### src/rtl/morph_filter.sv
// 3x3 binary erode/dilate engine: streams a mask frame from a source BRAM and writes
// the interior result pixels to a destination BRAM, one window column per fetch.
module morph_filter #(
    parameter int WIDTH  = 640,
    parameter int HEIGHT = 480,
    parameter int PIX_W  = 4,
    parameter int ADDR_W = 19,
    parameter int RD_LAT = 2,
    parameter int FG_VAL = 2
) (
    input  logic              clk,
    input  logic              rst_n,
    input  logic              start,
    input  logic              mode,
    output logic              busy,
    output logic              done,
    output logic [ADDR_W-1:0] src_addr,
    input  logic [PIX_W-1:0]  src_data,
    output logic [ADDR_W-1:0] dst_addr,
    output logic [PIX_W-1:0]  dst_data,
    output logic              dst_we
);

    localparam int CW = $clog2(WIDTH + 1);
    localparam int YW = $clog2(HEIGHT + 1);
    localparam logic [2:0]        K_CAP0 = 3'(RD_LAT);
    localparam logic [2:0]        K_CAP1 = 3'(RD_LAT + 1);
    localparam logic [2:0]        K_LAST = 3'(RD_LAT + 2);
    localparam logic [CW-1:0]     C_LAST = CW'(WIDTH - 1);
    localparam logic [YW-1:0]     Y_LAST = YW'(HEIGHT - 2);
    localparam logic [ADDR_W-1:0] W_A    = ADDR_W'(WIDTH);

    typedef enum logic [1:0] {IDLE, FETCH, WRITE, DONE} state_t;

    state_t            state, state_nxt;
    logic [2:0]        k_p0;
    logic [CW-1:0]     c_p0;
    logic [YW-1:0]     y_p0;
    logic [ADDR_W-1:0] base_m;
    logic              mode_r;
    logic [1:0]        col_cap_p0;
    logic [2:0]        col1_p1, col2_p1;
    logic              fg;
    logic [2:0]        col_in;

    function automatic logic [PIX_W-1:0] morph_result(input logic [8:0] win, input logic dil);
        logic hit;
        hit = dil ? (|win) : (&win);
        return hit ? PIX_W'(FG_VAL) : '0;
    endfunction

    assign fg     = |src_data;
    assign col_in = {fg, col_cap_p0[1], col_cap_p0[0]};
    assign busy   = (state == FETCH) || (state == WRITE);
    assign done   = (state == DONE);
    assign dst_we = (state == WRITE);

    always_ff @(posedge clk) begin
        if (!rst_n) state <= IDLE;
        else        state <= state_nxt;
    end

    always_comb begin
        state_nxt = state;
        case (state)
            IDLE:  if (start) state_nxt = FETCH;
            FETCH: if (k_p0 == K_LAST && c_p0 >= CW'(2)) state_nxt = WRITE;
            WRITE: if (c_p0 == C_LAST && y_p0 == Y_LAST) state_nxt = DONE;
                   else                                  state_nxt = FETCH;
            DONE:  state_nxt = IDLE;
            default: state_nxt = IDLE;
        endcase
    end

    // base_m tracks the address of row y-1; rows y and y+1 are reached by +WIDTH steps
    always_ff @(posedge clk) begin
        if (!rst_n) begin
            k_p0     <= '0;
            c_p0     <= '0;
            y_p0     <= '0;
            base_m   <= '0;
            mode_r   <= 1'b0;
            src_addr <= '0;
            dst_addr <= '0;
            dst_data <= '0;
        end else begin
            case (state)
                IDLE: if (start) begin
                    mode_r   <= mode;
                    y_p0     <= YW'(1);
                    c_p0     <= '0;
                    k_p0     <= '0;
                    base_m   <= '0;
                    src_addr <= '0;
                end
                FETCH: begin
                    if (k_p0 != K_LAST) begin
                        k_p0 <= k_p0 + 3'd1;
                        if (k_p0 < 3'd2) src_addr <= src_addr + W_A;
                    end else if (c_p0 < CW'(2)) begin
                        c_p0     <= c_p0 + CW'(1);
                        k_p0     <= '0;
                        src_addr <= base_m + ADDR_W'(c_p0) + ADDR_W'(1);
                    end else begin
                        dst_addr <= base_m + W_A + ADDR_W'(c_p0) - ADDR_W'(1);
                        dst_data <= morph_result({col1_p1, col2_p1, col_in}, mode_r);
                    end
                end
                WRITE: begin
                    k_p0 <= '0;
                    if (c_p0 != C_LAST) begin
                        c_p0     <= c_p0 + CW'(1);
                        src_addr <= base_m + ADDR_W'(c_p0) + ADDR_W'(1);
                    end else if (y_p0 != Y_LAST) begin
                        y_p0     <= y_p0 + YW'(1);
                        c_p0     <= '0;
                        base_m   <= base_m + W_A;
                        src_addr <= base_m + W_A;
                    end
                end
                default: ;
            endcase
        end
    end

    // capture stage: row r of the column returns at fetch cycle RD_LAT+r
    always_ff @(posedge clk) begin
        if (state == FETCH) begin
            if (k_p0 == K_CAP0) col_cap_p0[0] <= fg;
            if (k_p0 == K_CAP1) col_cap_p0[1] <= fg;
            if (k_p0 == K_LAST) begin
                col1_p1 <= col2_p1;
                col2_p1 <= col_in;
            end
        end
    end

endmodule

### config.mk
export PLATFORM = sky130hd
export DESIGN_NAME = morph_filter
export DESIGN_NICKNAME = d
export VERILOG_FILES = /design/src/rtl/morph_filter.sv
export SDC_FILE = /design/constraint.sdc
export NUM_CORES = 1
export LEC_CHECK = 0
export ABC_AREA = 1
export CORE_ASPECT_RATIO = 0.5
export CORE_MARGIN = 2
export CORE_UTILIZATION = 46
export CTS_CLUSTER_SIZE = 24
export DETAILED_ROUTE_END_ITERATION = 6
export PLACE_DENSITY = 0.75
export SLEW_MARGIN = 20
export SYNTH_ARGS = -nofsm -noshare
export SYNTH_HDL_FRONTEND = slang
export SYNTH_SLANG_ARGS = --single-unit
### constraint.sdc
create_clock -name clk -period 7.5 [get_ports clk]
set_input_delay 1.5 -clock clk [delete_from_list [all_inputs] [get_ports clk]]
set_output_delay 1.5 -clock clk [all_outputs]
set_load 0.02 [all_outputs]
After elaboration in Yosys (flattened, before gate mapping)
Index checks and enable logic that the tools add are counted.
Cells by class
  $add $sub $neg: 9
  order comparisons: 3
  equality and inequality tests: 20
  multiplexer cells: 29
  bitwise logic cells: 2
  reductions and logical operators: 19
Operator list (count)
  $mux W19: 7
  $pmux W19 S3: 1
  $mux W10: 5
  $add A19 B10 Y19: 2
  $add A19 B10 Y19 const B: 2
  $pmux W19 S2: 1
  $pmux W10 S3: 1
  $mux W9: 3
  $add A19 B1 Y19 const B: 1
  $sub A19 B1 Y19 const B: 1
  $pmux W9 S2: 1
  $reduce_or A12 Y1: 1
  $add A10 B1 Y10 const B: 1
  $eq A10 B10 Y1 const B: 1
  $ge A10 B2 Y1 const B: 1
  $lt A10 B2 Y1 const B: 1
  $ne A10 B10 Y1 const B: 1
  $reduce_and A2 Y1: 5
  $reduce_and A5 Y1: 2
  $add A9 B1 Y9 const B: 1
  $eq A9 B9 Y1 const B: 1
  $mux W3: 3
  $ne A9 B9 Y1 const B: 1
  $pmux W3 S3: 1
  other kinds (24): 37
Word-level totals
  flip-flop bits (word level): 94
  input bits: 8
  output and inout port bits: 45
  logic and storage cells: 95

Longest topological paths before layout
  depth after elaboration: 5
  mapped depth: 19
  gate-level depth less buffers: 19

Worst setup path before layout
Ideal clock, no wire load.
  path type: input -> register
  start point: input start
  end point: register y_p0[8]
  setup time: 0.114 ns
  data arrival time: 2.469 ns
  required time: 7.386 ns
  setup slack: 4.917 ns
  stages on the path: 10
  path buffers: 0
  cell sequence: nor2_1 > nor2_1 > nand2_1 > nor2_4 > nand2_1 > nor2_2 > nand2_1 > nor2_1 > xor2_1 > nor2_1
Between the ends
  word-level cells in the longest chain between the ends: 2
Ends and longest elaborated chain
  from (decl): line 13  | input logic start,
  $ne A2 B2 Y1 (no source line)
  $reduce_and A4 Y1 (no source line)
  to (signal assigned): line 115  | y_p0 <= y_p0 + YW'(1);
  to (decl): line 38  | logic [YW-1:0] y_p0;
Every way passes these cells.
A chain may end at the register's enable or synchronous reset.

==> results.sh <==
export IMPL_status="finished, final reports clean"
export IMPL_endpoint="y_p0[5]$_SDFFE_PN0P_"
export IMPL_rr_worst_depth=11
export IMPL_synth_most_common_cell="nand2_1"
export IMPL_worstPathCellList="clkdlybuf4s50_1 -> buf_4 -> inv_1 -> buf_4 -> a21oi_1 -> inv_1 -> nor3b_1"
export IMPL_avgRoutedWirePerCell_um=13.9
export IMPL_cts_hold_buf=0
export IMPL_drcViolationCount=0
export IMPL_whs_path_depth=2
export IMPL_crit_required_ns=7.78
export IMPL_worstSetupPathType="input pin to register"
export IMPL_yosys_area_top_type_share_pct=26.4
export IMPL_antennaDiodeCount=0
export IMPL_critPathSlowestCell="clkdlybuf4s50_1"
export IMPL_num_vias=5452
export IMPL_synth_ff_type="dfxtp_1"
export IMPL_seq_area_frac_synth_pct=30.5
export IMPL_cts_resized=0
export IMPL_dpl_hpwl_um=10900
export IMPL_finalSetupViolCount=0
export IMPL_rows=28
export IMPL_synthCells=838
export IMPL_port_buffers=49
export IMPL_synth_seq_cells=84
export IMPL_antenna_left=0
export IMPL_syn_avg_cell_area_um2=6.89
export IMPL_track_usage_pct=22.3
export IMPL_cp_start_kind="input pin"
export IMPL_globalplace_congestion=0.876
export IMPL_startpoint="rst_n"
export IMPL_r2r_start="state[1]$_SDFFE_PN0P_"
export IMPL_grt_pass1_wl_um=24500
export IMPL_clockBufferDepth=2
export IMPL_path_max_fanout=26
export IMPL_h_tree_depth=3
export IMPL_cts_tree="yes"
export IMPL_num_io_pins=53
export IMPL_dr_pass1_iters=5
export IMPL_hold_viol=0
export IMPL_worst_slew_pin_slew_ns=0.951
export IMPL_syn_area_um2=5770
export IMPL_relSlewSlack_pct=36.5
export IMPL_crit_family="buffers and inverters"
export IMPL_finalCritPeriodShare_pct=45.1
export IMPL_crit_arrival_ns=3.66
export IMPL_rrSetupSlack_ns=4.47
export IMPL_max_vdd_ir_drop_v=0.000139
export IMPL_die_h_um=83.2
export IMPL_antenna_found_initial=1
export IMPL_fp_dieArea_um2=13500
export IMPL_finClkSkew_ns=0.00618
export IMPL_worst_hold_path_type="register to register"
export IMPL_synth_common_cells="nand2_1, inv_1, nor2_1, dfxtp_1, a21oi_1"
export IMPL_area_delta_synth_final_pct=15.4
export IMPL_total_power_mw=1.59
export IMPL_cts_root_buf="clkbuf_16"
export IMPL_chipWidth_um=162
export IMPL_fmax_mhz=295
export IMPL_cp_depth=7
export IMPL_grt_max_degree=37
export IMPL_rr_endpoint="src_addr[16]$_SDFFE_PN0P_"
export IMPL_clkLatencyLatePin_ns=0.36
export IMPL_drv_slew=0
export IMPL_layout_drive_gt1_share_pct=9.05
export IMPL_wirelength_um=14600
export IMPL_cpPeakStageDelay_ns=0.45
export IMPL_p_leak_nw=2.79
export IMPL_start_util_pct=48.0
export IMPL_power_density_nw_per_um2=239
export IMPL_synth_area_top_cells="dfxtp_1, nand2_1, ha_1"
export IMPL_synth_area_leader_cell="dfxtp_1"
export IMPL_async_flop_share_pct=0
export IMPL_grt_setup_unrepaired="no"
export IMPL_period_needed_ns=3.39
export IMPL_cts_buffers=9
export IMPL_vias_per_cell=5.20
export IMPL_fin_setup_tns_ns=0
export IMPL_crit_buf_inv=5
export IMPL_yosys_warnings=0
export IMPL_overflow=0
export IMPL_core_um2=12000
export IMPL_clock_sinks=84
export IMPL_synth_edf_count=8
export IMPL_post_cts_buffers=0
export IMPL_cp_end_kind="register"
export IMPL_finalNetCount=927
export IMPL_drt_iter0_markers=442
export IMPL_ys_types=46
export IMPL_grt_pass1_vias=5116
export IMPL_clk_pin_slew_worst_paths_ns=0.06
export IMPL_max_cap_violations=0
==> how the worst min path moves through the flow <==
stage,slack [ns],from,end
global route,0.48,col2_p1[2]$_DFFE_PP_,col1_p1[2]$_DFFE_PP_
global placement,0.44,y_p0[7]$_SDFFE_PN0P_,y_p0[7]$_SDFFE_PN0P_
finish,0.45,y_p0[7]$_SDFFE_PN0P_,y_p0[7]$_SDFFE_PN0P_
CTS,0.45,y_p0[7]$_SDFFE_PN0P_,y_p0[7]$_SDFFE_PN0P_
detailed placement,0.44,y_p0[7]$_SDFFE_PN0P_,y_p0[7]$_SDFFE_PN0P_
floorplan,0.42,y_p0[7]$_SDFFE_PN0P_,y_p0[7]$_SDFFE_PN0P_
==> registers in the layout (all words and copies together), names as in the netlist <==
name,cells
base_m,12
c_p0,10
col1_p1,3
col2_p1,3
col_cap_p0,2
dst_addr,19
dst_data,1
k_p0,3
mode_r,1
src_addr,19
state,2
y_p0,9
==> power by group <==
| part | internal [mW] | switching, mW |
|---|---|---|
| clock network | 0.260 | 0.194 |
| registers | 0.500 | 0.0475 |
| logic | 0.199 | 0.390 |
| total | 0.958 | 0.631 |
==> cell usage in the layout, fill, tap and decap left out, types with 4 or more instances in the layout <==
cell,n
clkbuf_16,9
xor2_1,15
nand3_1,54
a211oi_1,9
nor2_4,8
a21oi_1,64
nor3_1,12
nand3_2,4
ha_1,39
o21ai_1,6
nor3b_1,4
nor2_2,9
nand2_2,14
inv_2,11
xnor2_1,8
nand2_1,182
clkdlybuf4s50_1,49
inv_1,102
o21ai_0,52
nand4_1,11
dfxtp_1,76
nor2_1,84
a31oi_1,5
edfxtp_1,8
nand2_4,7
==> logic make-up (layout without fill, tap and decap cells) <==
logic type	count (synthesis)	count (layout)	synth area share [%]
and+or+nand+nor	397	397	32.1
buffers and inverters	139	183	9.82
DFF	84	84	30.5
other	1	3	0.0650
AOI/OAI and AO/OA	152	152	14.5
xor gates and xnor gates	25	25	4.25
adders and majority gates	40	40	8.80
==> worst reg2reg max path: stages, from the launching register on <==
cell	delay (ns)
dfxtp_1	0.34
inv_1	0.11
ha_1	0.34
inv_1	0.10
nor2_2	0.47
inv_1	0.17
nor2_4	0.62
nor3_2	0.12
nand3_2	0.25
nor2_2	0.16
o21ai_1	0.12
a21oi_1	0.07
==> final cells by class <==
cell class                      instances  area (um2)
Multi-Input combinational cell        617        3450
Clock inverter                          7        73.8
Clock buffer                            9         225
Inverter                              116         438
Sequential cell                        84        1760
Fill cell                            1121        5360
Timing Repair Buffer                   51         505
Tap cell                              165         206
==> per-layer routing <==
metal | wire length (um) | GRT usage [%]
met1 | 7640 | 33.8
met2 | 5640 | 31.5
met3 | 1100 | 4.20
met4 | 215 | 6.92
met5 | 0 | 0
==> through the flow <==
stage | hold WS (ns) | area (um2) | setup slack, ns | utilization, % | instances
after global placement | 0.438 | 6360 | 3.81 | 52.9 | 1033
after detailed placement | 0.443 | 6360 | 3.73 | 52.9 | 1033
after CTS | 0.454 | 6660 | 4.11 | 55.4 | 1049
final | 0.453 | 6660 | 4.11 | 55.4 | 1049
after floorplan | 0.421 | 5780 | 4.92 | - | 840
after global routing | 0.480 | 6660 | 3.82 | 55.4 | 1049
No activity file was read; power rests on OpenSTA's default activity.
==> variant 1, RTL diff (same flow settings) <==
`ADDR_W`: 19 -> 23.
--- a/src/rtl/morph_filter.sv
+++ b/src/rtl/morph_filter.sv
@@ -5,5 +5,5 @@
     parameter int HEIGHT = 480,
     parameter int PIX_W  = 4,
-    parameter int ADDR_W = 19,
+    parameter int ADDR_W = 23,
     parameter int RD_LAT = 2,
     parameter int FG_VAL = 2
Ports: changed (resized dst_addr and src_addr); port bits go from 53 to 61. The function was not compared with the original's and may differ.
==> variant 1 against the original RTL <==
- power fell by 10%
- fmax fell by 15%
- count of clock-buffer cells in the layout did not move
- clock skew rose by 0.0028 ns
- worst setup slack got worse by 0.58 ns
- design area rose by 18%
- routed wire length rose by 28%
- clock power rose by 18%
- synthesized area rose by 18%
- sequential cell count rose by 12
==> variant 1: results (changes against the original RTL) <==
* Max VDD drop at 0.0001074 V (-23%)
* Placed inst area at 7500 um^2 (+18%)
* GP Congestion at 0.9273 (+5.9%)
* Place WS at 3.432 ns (-0.3003 ns)
* Worst path arrival time at 4.25 ns (+0.59 ns)
* Skew final at 0.008962 ns (+0.002784 ns)
* Power share of the clock group at 37.6% (+9.1 points)
* Fill count at 1373 (+22%)
* Largest net degree at the start of global routing at 41 (+11%)
* Buffer share of cell area at 7.561% (-0.027 points)
* Final Cell Area at 7844 um^2 (+18%)
* Clk cell area share at 4.387% (-0.10 points)
* Least-Margin Pin Slew at 1.064 ns (+0.1128 ns)
* Crit Reg-Reg Startpoint: c_p0[2]$_SDFFE_PN0P_
* Nets at 1106 (+19%)
* GR Layer Usage met1 at 38.00% (+4.2 points)
* Inverters at 125 (+7.8%)
* Met2 usage at 33.10% (+1.6 points)
* Vias in the first global route at 6208 (+21%)
* Register share of total power at 38.6% (+4.2 points)
* R2R Setup Slk at 3.53 ns (-0.94 ns)
* Synth top cells by count: nand2_1, inv_1, a21oi_1
* Status: finished clean
* DR vias at 6692 (+23%)
* Max incr delay on CP at 0.98 ns (+0.53 ns)
* Hpwl dp at 14000 um (+29%)
variant 1: cell count changes after synthesis, sizes merged, moves of 8 or more:
cell    before  now
inv        114  122
dfxtp       76   88
a21oi       64   96
clkbuf       9   17
o21bai       1   12
nand2      203  280
nor2       101   86
variant 1: final timing paths:
| check | end | cells past startpoint |
|---|---|---|
| max | src_addr[16]$_SDFFE_PN0P_ | 12 |
| min | src_addr[5]$_SDFFE_PN0P_ | 2 |
| max reg2reg | src_addr[16]$_SDFFE_PN0P_ | 12 |
| min reg2reg | src_addr[5]$_SDFFE_PN0P_ | 2 |
variant 1: per-layer routing:
layer / wire [um] / vias up
met5: 0 / -
met4: 108 / 0
met3: 1436 / 10
met2: 7233 / 235
met1: 9838 / 3052
li1: - / 3395
variant 1: per-stage QoR:
step           utilization [%]  cells
6_report                 54.22   1254
5_1_grt                  54.22   1254
4_1_cts                  54.22   1254
3_5_place_dp             51.84   1238
3_3_place_gp             51.84   1238
2_1_floorplan                -   1011
==> variant 2, RTL diff (same settings) <==
Made on the original files. Put a register stage on the outputs `busy`, `done` and `dst_we`, with the module's reset. The values now appear one clock later. The other outputs are not delayed to match.
--- a/src/rtl/morph_filter.sv
+++ b/src/rtl/morph_filter.sv
@@ -52,7 +52,15 @@
     assign fg     = |src_data;
     assign col_in = {fg, col_cap_p0[1], col_cap_p0[0]};
-    assign busy   = (state == FETCH) || (state == WRITE);
-    assign done   = (state == DONE);
-    assign dst_we = (state == WRITE);
+    always_ff @(posedge clk) begin
+        if (!rst_n) begin
+            busy   <= '0;
+            done   <= '0;
+            dst_we <= '0;
+        end else begin
+            busy   <= (state == FETCH) || (state == WRITE);
+            done   <= (state == DONE);
+            dst_we <= (state == WRITE);
+        end
+    end
 
     always_ff @(posedge clk) begin
Behaviour: not the same (Yosys sat finds a counterexample within 4 cycles, from zero or initial values and one cycle with rst_n low).
==> variant 2 against the original RTL <==
- register-to-register slack worse by 0.50 ns
- routed wire length up 0.63%
- synthesized area up 1.6%
- synthesized cell count up 0.95%
- power down 0.20%
- largest cell class unchanged
- sequential cell count up 3
- critical path type unchanged
- sequential share of layout area up 0.43 points
- worst setup slack worse by 0.38 ns
- design area up 1.8%
- critical endpoint is now y_p0[7]$_SDFFE_PN0P_
- die area up 1.5%
==> variant 2: results (changes against the original RTL) <==
* Met2 usage at 30.56% (-0.93 points)
* Total Die Area at 13720 um^2 (+1.5%)
* Nets at 937 (+1.1%)
* Fill count at 1202 (+7.2%)
* Power consumption at 1.586 mW (-0.20%)
* Status: finished clean
* Initial antenna violation count at 0 (-1)
* Worst-case clock buffer depth at 2 (unchanged)
* Buffer share of cell area at 7.235% (-0.35 points)
* Reg2reg end: src_addr[8]$_SDFFE_PN0P_
* Synth cell types at 50 (+8.7%)
* Max Freq at 265.4 MHz (-10%)
* Comb_multi_in at 615 (-0.32%)
* Share of cells above drive strength 1 at 9.305% (+0.26 points)
* Post-synth EDFFs at 8 (unchanged)
* Largest net degree at the start of global routing at 47 (+27%)
* Synth top cells by count: nand2_1, inv_1, dfxtp_1
* First-pass GRT wire length at 23990 um (-2.2%)
* Drt initial violations at 487 (+10%)
* Inverters at 125 (+7.8%)
* Critical path peak fanout at 46 (+77%)
* Worst slew margin at 41.99% (+5.4 points)
* Sequential cell area share at 26.87% (+0.43 points)
* Adder and majority cell fraction of the synthesized area at 9.093% (+0.29 points)
* Power share of the clock group at 31.5% (+3.0 points)
* Clk cell area share at 4.836% (+0.35 points)
* Routed len/inst at 13.82 um (-0.60%)
* GP Congestion at 0.8912 (+1.7%)
* Max VDD drop at 0.0001326 V (-4.4%)
* XOR/XNOR share of the synthesized area at 2.689% (-1.6 points)
* Hpwl dp at 11040 um (+1.8%)
* Skew final at 0.01048 ns (+0.004301 ns)
* Via density at 5.224 (+0.52%)
* Compound-gate portion of the synthesized area at 15.71% (+1.2 points)
* Seq/Total Area, Yosys at 31.08% (+0.56 points)
* GRT Total Usage at 21.89% (-0.41 points)
* Place WS at 3.396 ns (-0.3367 ns)
* P_leak at 2.917 nW (+4.7%)
* CTS sink count at 87 (+3.6%)
* Skew-Pair Late Insertion Delay at ~0.35 ns
* GR Layer Usage met1 at 34.39% (+0.62 points)
* Vias in the first global route at 4824 (-5.7%)
* Core Util, Final at 54.00% (-1.4 points)
* R2R Setup Slk at 3.97 ns (-0.50 ns)
==> variant 2: metal layers <==
layer  vias up  wire (um)  share of wire (%)
met3        11       1131                7.7
li1       2847          -                  -
met4         0         72               0.49
met2       179       5801                 40
met5         -          0                  0
met1      2511       7673                 52
==> variant 2: how the worst max path moves through the flow <==
stage               start                   end  slack [ns]  cells past startpoint
global route        rst_n  y_p0[2]$_SDFFE_PN0P_        3.46                      5
CTS                 rst_n  y_p0[7]$_SDFFE_PN0P_        3.73                      5
finish              rst_n  y_p0[7]$_SDFFE_PN0P_        3.73                      5
global placement    rst_n  y_p0[7]$_SDFFE_PN0P_        3.43                      5
floorplan           start  y_p0[8]$_SDFFE_PN0P_        4.85                     13
detailed placement  rst_n  y_p0[7]$_SDFFE_PN0P_        3.40                      5
==> variant 2: critical path, delay by kind of cell <==
kind            cells  cell delay [ns]
compound gates      3             0.93
buf+inv             2             1.60
